[config.mk]
export PLATFORM = sky130hd
export DESIGN_NAME = sys_cmd_tx
export DESIGN_NICKNAME = d
export VERILOG_FILES = /design/src/rtl/sys_cmd_tx_pkg.sv /design/src/rtl/sys_cmd_tx_frame_build.sv /design/src/rtl/sys_cmd_tx.sv
export SDC_FILE = /design/constraint.sdc
export NUM_CORES = 1
export LEC_CHECK = 0
export CAP_MARGIN = 20
export CORE_ASPECT_RATIO = 0.9
export CORE_MARGIN = 3
export CORE_UTILIZATION = 36
export DETAILED_ROUTE_END_ITERATION = 12
export GPL_ROUTABILITY_DRIVEN = 0
export MAX_ROUTING_LAYER = met4
export SYNTH_ARGS = -nofsm -noshare
export SYNTH_HDL_FRONTEND = slang
export SYNTH_SLANG_ARGS = --single-unit
[constraint.sdc]
create_clock -name CLK -period 6.5 [get_ports CLK]
set_input_delay 1.95 -clock CLK [delete_from_list [all_inputs] [get_ports CLK]]
set_output_delay 1.95 -clock CLK [all_outputs]
set_load 0.03 [all_outputs]
[src/rtl/sys_cmd_tx_pkg.sv]
// rtl/sys_cmd_tx_pkg.sv - shared opcodes, command encodings and FSM states for sys_cmd_tx
package sys_cmd_tx_pkg;

  localparam logic [7:0] OPC_RF_WR   = 8'hAA;
  localparam logic [7:0] OPC_RF_RD   = 8'hBB;
  localparam logic [7:0] OPC_ALU_OP  = 8'hCC;
  localparam logic [7:0] OPC_ALU_NOP = 8'hDD;

  typedef enum logic [1:0] {
    CMD_RF_WR   = 2'd0,
    CMD_RF_RD   = 2'd1,
    CMD_ALU_OP  = 2'd2,
    CMD_ALU_NOP = 2'd3
  } cmd_type_e;

  typedef enum logic [1:0] {
    ST_IDLE     = 2'd0,
    ST_SEND     = 2'd1,
    ST_GUARD    = 2'd2,
    ST_WAIT_RSP = 2'd3
  } state_e;

  typedef struct packed {
    cmd_type_e  ctype;
    logic [3:0] addr;
    logic [7:0] op_a;
    logic [7:0] op_b;
    logic [3:0] fun;
  } cmd_req_t;

endpackage

[src/rtl/sys_cmd_tx_frame_build.sv]
// rtl/sys_cmd_tx_frame_build.sv - maps a registered request and byte index to frame byte and lengths
module sys_cmd_tx_frame_build
  import sys_cmd_tx_pkg::*;
#(
  parameter int ALU_RSP_BYTES = 1
) (
  input  cmd_req_t   req_i,
  input  logic [1:0] idx_i,
  output logic [7:0] byte_o,
  output logic [2:0] frame_len_o,
  output logic [1:0] rsp_len_o
);

  localparam logic [1:0] ALU_RSP_LEN = 2'(ALU_RSP_BYTES);

  always_comb begin
    byte_o      = 8'h00;
    frame_len_o = 3'd2;
    rsp_len_o   = 2'd0;
    case (req_i.ctype)
      CMD_RF_WR: begin
        frame_len_o = 3'd3;
        case (idx_i)
          2'd0:    byte_o = OPC_RF_WR;
          2'd1:    byte_o = {4'h0, req_i.addr};
          default: byte_o = req_i.op_a;
        endcase
      end
      CMD_RF_RD: begin
        rsp_len_o = 2'd1;
        byte_o    = (idx_i == 2'd0) ? OPC_RF_RD : {4'h0, req_i.addr};
      end
      CMD_ALU_OP: begin
        frame_len_o = 3'd4;
        rsp_len_o   = ALU_RSP_LEN;
        case (idx_i)
          2'd0:    byte_o = OPC_ALU_OP;
          2'd1:    byte_o = req_i.op_a;
          2'd2:    byte_o = req_i.op_b;
          default: byte_o = {4'h0, req_i.fun};
        endcase
      end
      default: begin
        rsp_len_o = ALU_RSP_LEN;
        byte_o    = (idx_i == 2'd0) ? OPC_ALU_NOP : {4'h0, req_i.fun};
      end
    endcase
  end

endmodule

[src/rtl/sys_cmd_tx.sv]
// rtl/sys_cmd_tx.sv - host-side command initiator: serializes one command frame, collects its response
module sys_cmd_tx
  import sys_cmd_tx_pkg::*;
#(
  parameter int TIMEOUT_CYCLES = 65535,
  parameter int ALU_RSP_BYTES  = 1
) (
  input  logic        CLK,
  input  logic        RST,
  input  logic        CMD_VALID,
  output logic        CMD_READY,
  input  logic [1:0]  CMD_TYPE,
  input  logic [3:0]  CMD_ADDR,
  input  logic [7:0]  CMD_OP_A,
  input  logic [7:0]  CMD_OP_B,
  input  logic [3:0]  CMD_FUN,
  output logic [7:0]  TX_P_DATA,
  output logic        TX_D_VLD,
  input  logic        TX_BUSY,
  input  logic [7:0]  RX_P_DATA,
  input  logic        RX_D_VLD,
  output logic [15:0] RSP_DATA,
  output logic        RSP_VALID,
  output logic        RSP_TIMEOUT
);

  localparam int TW = $clog2(TIMEOUT_CYCLES + 1);
  localparam logic [TW-1:0] TMO_LAST = TW'(TIMEOUT_CYCLES - 1);

  state_e      state_q, state_d;
  cmd_req_t    req_q, req_d;
  logic [1:0]  idx_q, idx_d;
  logic        rx_idx_q, rx_idx_d;
  logic [15:0] rx_buf_q, rx_buf_d;
  logic [TW-1:0] tmo_q, tmo_d;
  logic [15:0] rsp_data_q, rsp_data_d;
  logic        rsp_valid_q, rsp_valid_d;
  logic        rsp_timeout_q, rsp_timeout_d;

  logic [7:0]  frame_byte;
  logic [2:0]  frame_len;
  logic [1:0]  rsp_len;

  sys_cmd_tx_frame_build #(
    .ALU_RSP_BYTES(ALU_RSP_BYTES)
  ) u_frame_build (
    .req_i      (req_q),
    .idx_i      (idx_q),
    .byte_o     (frame_byte),
    .frame_len_o(frame_len),
    .rsp_len_o  (rsp_len)
  );

  always_comb begin
    state_d       = state_q;
    req_d         = req_q;
    idx_d         = idx_q;
    rx_idx_d      = rx_idx_q;
    rx_buf_d      = rx_buf_q;
    tmo_d         = tmo_q;
    rsp_data_d    = rsp_data_q;
    rsp_valid_d   = 1'b0;
    rsp_timeout_d = 1'b0;
    case (state_q)
      ST_IDLE: begin
        if (CMD_VALID) begin
          req_d.ctype = cmd_type_e'(CMD_TYPE);
          req_d.addr  = CMD_ADDR;
          req_d.op_a  = CMD_OP_A;
          req_d.op_b  = CMD_OP_B;
          req_d.fun   = CMD_FUN;
          idx_d       = 2'd0;
          state_d     = ST_SEND;
        end
      end
      ST_SEND: begin
        if (!TX_BUSY) state_d = ST_GUARD;
      end
      ST_GUARD: begin
        if ({1'b0, idx_q} == frame_len - 3'd1) begin
          if (rsp_len == 2'd0) begin
            rsp_valid_d = 1'b1;
            rsp_data_d  = 16'h0000;
            state_d     = ST_IDLE;
          end else begin
            tmo_d    = '0;
            rx_idx_d = 1'b0;
            rx_buf_d = 16'h0000;
            state_d  = ST_WAIT_RSP;
          end
        end else begin
          idx_d   = idx_q + 2'd1;
          state_d = ST_SEND;
        end
      end
      ST_WAIT_RSP: begin
        // An RX byte takes priority over a simultaneous timeout expiry.
        if (RX_D_VLD) begin
          tmo_d = '0;
          if (rx_idx_q) rx_buf_d[15:8] = RX_P_DATA;
          else          rx_buf_d[7:0]  = RX_P_DATA;
          if ({1'b0, rx_idx_q} == rsp_len - 2'd1) begin
            rsp_data_d  = rx_buf_d;
            rsp_valid_d = 1'b1;
            state_d     = ST_IDLE;
          end else begin
            rx_idx_d = 1'b1;
          end
        end else if (tmo_q == TMO_LAST) begin
          rsp_timeout_d = 1'b1;
          state_d       = ST_IDLE;
        end else begin
          tmo_d = tmo_q + TW'(1);
        end
      end
      default: state_d = ST_IDLE;
    endcase
  end

  always_ff @(posedge CLK) begin
    if (RST) begin
      state_q       <= ST_IDLE;
      req_q         <= '0;
      idx_q         <= 2'd0;
      rx_idx_q      <= 1'b0;
      rx_buf_q      <= 16'h0000;
      tmo_q         <= '0;
      rsp_data_q    <= 16'h0000;
      rsp_valid_q   <= 1'b0;
      rsp_timeout_q <= 1'b0;
    end else begin
      state_q       <= state_d;
      req_q         <= req_d;
      idx_q         <= idx_d;
      rx_idx_q      <= rx_idx_d;
      rx_buf_q      <= rx_buf_d;
      tmo_q         <= tmo_d;
      rsp_data_q    <= rsp_data_d;
      rsp_valid_q   <= rsp_valid_d;
      rsp_timeout_q <= rsp_timeout_d;
    end
  end

  assign CMD_READY   = (state_q == ST_IDLE);
  assign TX_D_VLD    = (state_q == ST_SEND);
  assign TX_P_DATA   = TX_D_VLD ? frame_byte : 8'h00;
  assign RSP_DATA    = rsp_data_q;
  assign RSP_VALID   = rsp_valid_q;
  assign RSP_TIMEOUT = rsp_timeout_q;

endmodule
Yosys cells after proc, flatten, opt, wreduce, memory -nomap -nowiden
Cells that the tools add are included.
{"block": "word_totals", "mem_bits_ro": 0, "wordCells": 98, "n_memories": 0, "ff_bits": 81, "latchBits": 0, "in_bits": 39, "ram_bits": 0}
{"block": "op_classes", "n_mul": 0, "reduce_logical": 14, "eq_ne": 22, "n_bitwise": 1, "n_shift": 0, "order_cmp": 0, "muxes": 44, "addsub": 4, "n_div": 0}
{"op": "$mux W16", "n": 9}
{"op": "$pmux W16 S2", "n": 3}
{"op": "$pmux W8 S3", "n": 2}
{"op": "$mux W8", "n": 5}
{"op": "$mux W2", "n": 9}
{"op": "$ne A2 B2 Y1 const B", "n": 9}
{"op": "$add A16 B1 Y16 const B", "n": 1}
{"op": "$eq A16 B16 Y1 const B", "n": 1}
{"op": "$pmux W8 S2", "n": 1}
{"op": "$reduce_and A4 Y1", "n": 3}
{"op": "$mux W1", "n": 10}
{"op": "$reduce_and A5 Y1", "n": 2}
{"op": "$ne A3 B3 Y1 const B", "n": 3}
{"op": "$eq A2 B2 Y1 const B", "n": 4}
{"op": "$logic_not A2 Y1", "n": 4}
{"op": "$pmux W2 S4", "n": 1}
{"op": "$eq A2 B1 Y1 const B", "n": 3}
{"op": "$pmux W3 S2", "n": 1}
{"op": "$pmux W1 S2", "n": 2}
{"op": "$pmux W2 S2", "n": 1}
{"op": "$reduce_bool A2 Y1", "n": 2}
{"op": "$eq A2 B3 Y1", "n": 1}
{"op": "$reduce_and A3 Y1", "n": 1}
{"op": "$reduce_or A3 Y1", "n": 1}
{"op": "other kinds (6)", "n": 6}

Depth between registers and ports, before layout
Gate-level depths: netlist of the first run.
{"block": "logic_depth", "word_depth": 7, "mapped_depth": 8, "mapped_depth_nobuf": 7}

Cells and area by module
From an unflattened synthesis of the first run, not the netlist that was laid out.
{"block": "unflattened", "hier_cells": 534, "hier_area_um2": 4280.4}
{"module": "sys_cmd_tx", "cells_each": 472, "area_per_inst_um2": 3870.0, "seq_area_each_um2": 1621.6, "instances": 1}
{"module": "sys_cmd_tx_frame_build", "cells_each": 62, "area_per_inst_um2": 410.4, "seq_area_each_um2": 0.0, "instances": 1}

Worst setup path before layout of the first run
OpenSTA, ideal clock, no wires.
{"block": "synth_path", "path_kind": "register to output", "start": "reg idx_q[0]", "end": "out TX_P_DATA[3]", "n_path_buf": 1, "path_stages_with_launch": 7, "arrival_ns": 2.045, "required_ns": 4.550, "slack_ns": 2.505, "cell_sequence": "dfxtp_1 ha_1 clkbuf_1 nor2_1 mux2_2 o22ai_1 a221oi_1"}
{"block": "synth_between", "elab_chain_cells": 4, "elab_cells_between_ends": 9}
{"item": "start, declared", "line": "sys_cmd_tx.sv:32", "source": "logic [1:0] idx_q, idx_d;"}
{"item": "start signal, assigned", "line": "sys_cmd_tx.sv:134", "source": "idx_q <= idx_d;"}
{"item": "$eq A2 B2 Y1 (tied with other cells)", "line": "sys_cmd_tx_frame_build.sv:36", "source": "case (idx_i)"}
{"item": "$pmux W8 S3 (tied with other cells)", "line": "sys_cmd_tx_frame_build.sv:36"}
{"item": "$pmux W8 S3 (*)", "line": "sys_cmd_tx_frame_build.sv:20", "source": "case (req_i.ctype)"}
{"item": "$mux W8 (*)", "line": "sys_cmd_tx.sv:146", "source": "assign TX_P_DATA = TX_D_VLD ? frame_byte : 8'h00;"}
{"item": "end, declared", "line": "sys_cmd_tx.sv:17", "source": "output logic [7:0] TX_P_DATA,"}
Every way passes the cells marked *; elsewhere a longest branch is shown, timed or not.

Worst setup path after layout of the first run
{"block": "layout_path", "start": "reg idx_q[0]", "end": "out TX_P_DATA[1]"}
Same word-level chain as after synthesis.

==> results of run 1 <==
[cell usage in the layout, fill, tap and decap left out, types with 4 or more instances in the layout]
master	count
dfxtp_1	73
nand2_1	69
clkdlybuf4s50_1	66
a21oi_1	41
nor2_1	39
a22o_1	18
o21ai_0	12
a22oi_1	10
clkbuf_8	10
inv_1	8
nand3_1	8
a31oi_1	7
xor2_1	6
ha_1	6
nand4_1	5
o211ai_1	5
nand2b_1	4
a21o_1	4
or3_1	4
o22ai_1	4
a221oi_1	4
and3_1	4
or2_2	4
[final timing paths]
kind             start      endpoint  slack, ps  cells after the start
min           req_q[4]      req_q[4]        470                      2
max reg2reg  req_q[25]   rx_buf_q[8]       3980                      5
max           idx_q[0]  TX_P_DATA[1]       1720                      7
min reg2reg   req_q[4]      req_q[4]        470                      2
[metal layers]
metal	part of all wire [%]	global-route usage [%]	routed length [µm]
met1	49	23.7	4390
met2	45	25.5	4010
met3	4.4	3.99	392
met4	1.1	5.73	98
met5	0	-	0
[cell usage after synthesis, types with 2 or more instances]
| master | number |
|---|---|
| a211oi_1 | 2 |
| a21o_1 | 4 |
| a21oi_1 | 41 |
| a221oi_1 | 4 |
| a22o_1 | 18 |
| a22oi_1 | 10 |
| a31oi_1 | 7 |
| a41oi_1 | 2 |
| and2_1 | 2 |
| and3_1 | 4 |
| and3b_1 | 3 |
| buf_1 | 4 |
| buf_2 | 4 |
| clkbuf_1 | 17 |
| dfxtp_1 | 73 |
| ha_1 | 6 |
| inv_1 | 8 |
| mux2i_1 | 3 |
| nand2_1 | 69 |
| nand2b_1 | 4 |
| nand3_1 | 8 |
| nand4_1 | 5 |
| nand4_2 | 2 |
| nor2_1 | 39 |
| nor2b_1 | 3 |
| nor3_1 | 4 |
| nor4_1 | 2 |
| o2111ai_1 | 2 |
| o211ai_1 | 5 |
| o21ai_0 | 12 |
| o22ai_1 | 4 |
| o31ai_1 | 2 |
| or2_2 | 4 |
| or3_1 | 4 |
| xnor2_1 | 2 |
| xor2_1 | 6 |
[area by class of cell]
type,count,area [µm²]
clock buffer,9,124
clock inverter,7,125
fill,885,4470
inverter,8,30.0
multi-input combinational,299,1760
sequential,73,1460
tap,119,149
timing repair buffer,69,689
[through the flow]
step	power (W)	hold WS, ps	cell area [µm²]	std cells
3_5_place_dp	0.000793	454	4080	567
6_report	0.00123	466	4340	584
3_3_place_gp	0.000790	454	4080	567
2_1_floorplan	0.000692	432	3360	406
4_1_cts	0.00125	468	4330	583
5_1_grt	0.00129	485	4340	584
[power groups by stage]
stage	Combinational (W)	Clock (W)	Sequential (W)
floorplan	0.000191	0	0.000501
global placement	0.000268	0	0.000522
detailed placement	0.000271	0	0.000523
CTS	0.000272	0.000461	0.000513
global route	0.000296	0.000477	0.000518
finish	0.000268	0.000448	0.000514
[critical path: cells and delay by family, from the launching register on]
kind	cells	cell delay (ps)
simple gates	2	490
buf+inv	2	810
flops	1	450
fa+ha+maj	1	330
compound gates	2	400
[logic make-up after synthesis]
logic type | count (synthesis) | share of synthesized area, %
AOI/OAI and AO/OA | 123 | 24.7
xor gates and xnor gates | 8 | 2.09
adders and majority gates | 6 | 2.24
buffers and inverters | 34 | 4.17
DFF | 73 | 43.5
muxes | 4 | 1.23
and+or+nand+nor | 158 | 22.0
[sequential cells by signal, indices dropped and copies added (netlist names)]
register     cells
req_q           26
RSP_DATA        16
tmo_q           16
rx_buf_q         8
idx_q            2
state_q          2
RSP_TIMEOUT      1
RSP_VALID        1
rx_idx_q         1
==> metrics.txt, run 1 <==
status completed; synthesized area 3360 µm²; Worst Tran Pin Value 941 ps; critical path's slowest cell clkdlybuf4s50_1; number of remaining DRC errors 0; PwrDens 283 nW/µm²; Starting Density 38.1%; post-synthesis cell count 406; Die H 97.6 µm; RSZ-0062 raised after global routing false; Max Slew Vio Count 0; clock share of power 36.4%; EDFF count, synth 0; site row count 32; maximum achievable frequency 0.209 GHz; Core Footprint 8810 µm²; layout cells sized above 1 6.88%; Avg Inst Size Synth 8.27 µm²; 1st-pass router iterations 5; ys flop type dfxtp_1; final design utilization 49.3%; Synth area leaders dfxtp_1, nand2_1, a21oi_1; max incr delay on CP 680 ps; Num CTS Buffers 9; flops & latches, synth 73; Final HPWL DP 6080 µm; Final Routed Wirelength 8890 µm; crit share post-route 73.5%; critical path arrival 2830 ps; Port Buffers 66; via count 3121; CP startpoint kind register; register share of total power 41.8%; largest net degree at the start of global routing 48; combinational power share 21.8%; Synth Warn # 0; hold_buf cts 0; # H-tree levels 3; first-pass GRT wire length 14500 µm; synth-to-layout area growth 29.3%; TNS Setup 0 ps; Internal Dissipation 0.000843 W; nets 505; post-route minimum period 4780 ps; TritonCTS clock tree done; Wirelength per Cell 15.2 µm; CTS Buffer Depth 2; Setup crit end kind output pin; skew final 14.7 ps; GRT Overall Usage 17.4%; Slew HR 37.3%; Cell Chain, Critical Path inv_1 > ha_1 > or3_1 > a21oi_1 > a221oi_1 > nor2_1 > clkdlybuf4s50_1; critical path type reg2out; Worst Path Required 4550 ps; Final setup viols 0; die area 10500 µm²; worst min path class reg2reg; sequential area share after synthesis 43.5%; Unique masters post-synth 53; Worst-path clk slew 80 ps; CP Max Fanout 9; vias in the first global route 2969; Remaining Overflow, GRT 0; P_sw 0.000387 W; pre-CTS setup slack 2080 ps; # resized after CTS 0; area leader, netlist dfxtp_1; vias per cell 5.34; Leak 1.58 nW; clock latency on the worst-skew pair 350 ps; Synthesized Nets 451; CTS Root Cell clkbuf_8; max_cap viols 0; setup bufs post-CTS 0; Synth top area share 43.5%; Clock Sinks 73; Chip Width 108 µm; antenna violations before repair 0; Peak VDD IR 0.000206 V; Worst Slack Setup Final 1720 ps; Routed Antenna Nets 0; DRT iter0 DRCs 207; Switching Share 31.5%; Post-synth ARST share 0%; Hold Vio Cnt, Final 0; Top-Level Pins 67; antenna cells 0
No activity file was read; power rests on OpenSTA's default activity.
==> run 2, diff against run 1 <==
Clock period 6.5 ns to 5 ns, I/O delays scaled along.
==> run 2 against run 1 <==
Core utilization fell by 0.34 points; clock skew fell by 6.7 ps; critical path depth did not move; global-route usage rose by 0.30 points; combinational power rose by 31%; hold slack improved by 2.1 ps; cell count did not move; critical path type unchanged; highest routed layer unchanged.
==> metrics.txt, run 2 (synthesis gave the netlist of run 1 again) <==
status completed; site row count 32; cell family with most CP delay buffers and inverters; Leak 1.56 nW; hold slack 468 ps; Final HPWL DP 6220 µm; final design utilization 48.9%; Top-Level Pins 67; CP Max Fanout 9; Routed Antenna Nets 0; largest net degree at the start of global routing 28; RSZ-0062 raised after global routing false; Core Footprint 8810 µm²; Slew HR 33.7%; multi-input combinational cell area 1760 µm²; TNS Setup 0 ps; Design Power 0.00155 W; crit share post-route 87.3%; DRT iter0 DRCs 179; Port Buffers 66; final std cells w/o fill 584; critical path's slowest cell clkdlybuf4s50_1; Peak VDD IR 0.000245 V; Hold Path Origin req_q[8]; nets 505; setup bufs post-CTS 0; Chip Width 108 µm; clock share of power 34.2%; Critical path buffers and inverters 2; Cell Chain, Critical Path inv_1 > ha_1 > or3_1 > a21oi_1 > a221oi_1 > nor2_1 > clkdlybuf4s50_1; layout cells sized above 1 6.88%; skew final 8.09 ps; max_cap viols 0; # H-tree levels 3; clock latency on the worst-skew pair 350 ps; Internal Dissipation 0.00104 W; GRT Overall Usage 17.7%; critical path arrival 2860 ps; Switching Share 32.4%; Max Slew Vio Count 0; CP startpoint kind register; Die H 97.6 µm; combinational power share 22.6%; Final Routed Wirelength 8810 µm; Worst Tran Pin Value 990 ps; max reg flops 26; antenna cells 0; maximum achievable frequency 0.229 GHz; Reg with most FFs req_q; CTS Root Cell clkbuf_8; first-pass GRT wire length 14600 µm; 1st-pass router iterations 4; vias in the first global route 2920; vias per cell 5.36; antenna violations before repair 0; Clock Sinks 73; Worst-path clk slew 90 ps; die area 10500 µm²; synth-to-layout area growth 28.4%; Final setup viols 0; Fillers 913; commonest cells after routing, fill and taps aside dfxtp_1, nand2_1, clkdlybuf4s50_1; Starting Density 38.1%; Setup crit end kind output pin; worst min path class reg2reg; CTS Buffer Depth 2; Worst Path Required 3500 ps; Remaining Overflow, GRT 0; # resized after CTS 0; max incr delay on CP 680 ps; most common cell after layout, fill and taps aside dfxtp_1; PwrDens 359 nW/µm²; number of remaining DRC errors 0; Worst Setup SP idx_q[0]; register share of total power 43.2%; Num CTS Buffers 9; TritonCTS clock tree done; post-route minimum period 4360 ps; via count 3133; Wirelength per Cell 15.1 µm; Register Area 1460 µm²; Hold Vio Cnt, Final 0; P_sw 0.000501 W; hold_buf cts 0; critical path type reg2out; Reg2Reg Launch Point req_q[25]; DP Cell Count 568
run 2: path summary, 6_finish.rpt:
kind / endpoint / slack [ps] / depth (start not counted)
worst max-delay path: TX_P_DATA[1] / 640 / 7
worst min-delay path: req_q[8] / 470 / 2
worst max register to register: tmo_q[11] / 2510 / 5
worst min register to register: req_q[8] / 470 / 2
run 2: stage by stage:
stage	setup WS [ps]	area [µm²]
3_3_place_gp	1110	4080
6_report	635	4310
2_1_floorplan	1450	3360
5_1_grt	402	4310
4_1_cts	628	4310
3_5_place_dp	1040	4080
run 2: per-layer routing:
| layer | vias to the layer above | share of wire, % | global-route usage (%) |
|---|---|---|---|
| met5 | - | 0 | - |
| li1 | 1569 | - | - |
| met2 | 86 | 46 | 25.5 |
| met3 | 10 | 4.7 | 4.32 |
| met1 | 1468 | 48 | 24.8 |
| met4 | 0 | 1.1 | 4.95 |
run 2: cell type report:
type                    instances  area share [%]
clock buffers                   9            2.87
repair buffers                 69            15.9
clock inverters                 7            2.35
multi-input cells             299            40.9
flip-flops and latches         73            33.9
well taps                     119            3.46
inverters                       8           0.697
run 2: power by group through the flow:
stage	logic (W)	registers, W	clock network [W]
floorplan	0.000249	0.000651	0
global placement	0.000349	0.000679	0
detailed placement	0.000352	0.000680	0
CTS	0.000353	0.000667	0.000546
global route	0.000386	0.000674	0.000572
finish	0.000350	0.000668	0.000528
run 2: worst reg2reg max path, stage by stage (launching register included):
cell and delay (ps):
dfxtp_1 800, and4b_1 310, o31a_1 460, o211ai_1 340
or3_1 380, a21oi_1 140
==> patch: new RTL, flow settings as in run 2 <==
Encoding of `state_e`: now one-hot (4 bits for 4 states).
--- a/src/rtl/sys_cmd_tx_pkg.sv
+++ b/src/rtl/sys_cmd_tx_pkg.sv
@@ -15,7 +15,7 @@
 
-  typedef enum logic [1:0] {
-    ST_IDLE     = 2'd0,
-    ST_SEND     = 2'd1,
-    ST_GUARD    = 2'd2,
-    ST_WAIT_RSP = 2'd3
+  typedef enum logic [3:0] {
+    ST_IDLE     = 4'b0001,
+    ST_SEND     = 4'b0010,
+    ST_GUARD    = 4'b0100,
+    ST_WAIT_RSP = 4'b1000
   } state_e;
Check against the original RTL: same outputs for any inputs over 4 cycles, from zero or initial values and one cycle with RST high; so few cycles prove little.
==> patch against run 2 <==
Global-route usage decreased by 0.11 points. Largest power group unchanged. Sequential share of layout area decreased by 0.81 points. Cell area rose by 16%. Largest cell class unchanged. Sequential cell count is 10 higher. Power up 1.9%. Routed wire length up 15%. Fmax is 1.3% lower. Synthesized area increased by 19%. Via count increased by 14%. Cell count increased by 12%. Worst setup slack worse by 58 ps. Clock skew fell by 3.5 ps.
==> patch: results <==
[place]
place.detailed.hpwl_mm = 6.94
place_inst = 637
place_worst_setup_slack_ps = 960
detailed_place.area_sq_um = 4710
numPortBuffers = 66

[clock_network]
ctsResizeCount = 0
h-tree-depth = 3
clk-insertion-delay-late_ps = 330
cts_root_buf = "sky130_fd_sc_hd__clkbuf_16"
path_clk_slew_ps = 60

[yosys]
synth_cell_types = 62
synth.area.top_cells = "sky130_fd_sc_hd__dfxtp_1 42%, sky130_fd_sc_hd__mux2i_1 8.0%, sky130_fd_sc_hd__nand2_1 6.8%"
synth_top_cells_by_count = "83 x sky130_fd_sc_hd__dfxtp_1, 72 x sky130_fd_sc_hd__nand2_1, 51 x sky130_fd_sc_hd__nor2_1"
ys_seq_area_share_pct = 41.7
synthesis.nets = 514
synthesis.area_per_instance_sq_um = 8.50
yosys_warnings = 0

[setup_path]
crit_slowest_cell = "sky130_fd_sc_hd__clkdlybuf4s50_1"
cp_max_fo = 15
critPathMaxStageDelay_ps = 720
r2r.worst_path.cells = 6
arrival_ps = 2920

[drt]
initialDrtViolationCount = 210
via_count = 3571
wire_per_inst_um = 15.6

[outcome]
run_status = "finished clean"

[power_and_ir_drop]
switchingPower_mw = 0.417
max-vdd-ir-drop_v = 0.000184
p_leak_nw = 1.66

[sta]
clock_skew_ps = 4.60
worst-slew-pin-transition_ps = 1230
final-setup-viol-count = 0

[global_routing]
first_global_vias = 3483
grt_start_max_net_pins = 59
all_layer_global_routing_usage_pct = 17.6
grt_pass1_wl_mm = 17.1

[finish]
drive_gt1_share_pct = 6.30
fin_nets = 565
finish.cell_count_without_fillers = 653

[hold_path]
kind_of_path_behind_the_tightest_hold_check = "reg2reg"
-- patch: changes by cell type in the layout (fill, tap and decap cells not counted), sizes merged, moves of 4 or more --
cell	change
xor2	-4
or3	+8
a31oi	-5
dfxtp	+10
mux2i	+29
nor2	+12
nand3	-4
a22oi	-6
a21oi	+8
-- patch: final timing paths --
path                         endpoint               startpoint  slack, ps
max reg2reg  RSP_DATA[7]$_SDFFE_PP0P_  state_q[3]$_SDFFE_PP0P_       2340
max                      TX_P_DATA[2]    idx_q[0]$_SDFFE_PP0P_        580
min            req_q[21]$_SDFFE_PP0P_   req_q[21]$_SDFFE_PP0P_        460
min reg2reg    req_q[21]$_SDFFE_PP0P_   req_q[21]$_SDFFE_PP0P_        460
-- patch: power groups by stage --
stage | logic (mW) | registers [mW] | clock network, mW
detailed placement | 0.198 | 0.735 | 0
global route | 0.222 | 0.724 | 0.702
floorplan | 0.131 | 0.719 | 0
finish | 0.199 | 0.721 | 0.655
CTS | 0.199 | 0.720 | 0.673
global placement | 0.196 | 0.734 | 0
-- patch: metal layers --
metal,track usage [%],up-vias,routed length (um)
met5,-,-,0
met4,6.06,0,102
met3,3.85,7,421
met2,25.3,86,4580
met1,24.5,1700,5060
li1,-,1778,-
-- patch: cells by family after synthesis --
kind of cell	count (synthesis)	synth area share [%]
AO/OA/AOI/OAI	117	20.1
flip-flops	83	41.7
AND/OR/NAND/NOR	182	22.1
multiplexers	34	8.60
buffers and inverters	41	4.27
XOR/XNOR	6	1.32
adder cells (fa/ha/maj)	6	1.88
-- patch: cell type report --
type | count | area (sq um)
fillers | 1011 | 5490
multi-input cells | 345 | 2160
flip-flops and latches | 83 | 1660
repair buffers | 70 | 706
clock buffers | 9 | 225
well taps | 129 | 161
clock inverters | 6 | 66.3
inverters | 11 | 41.3
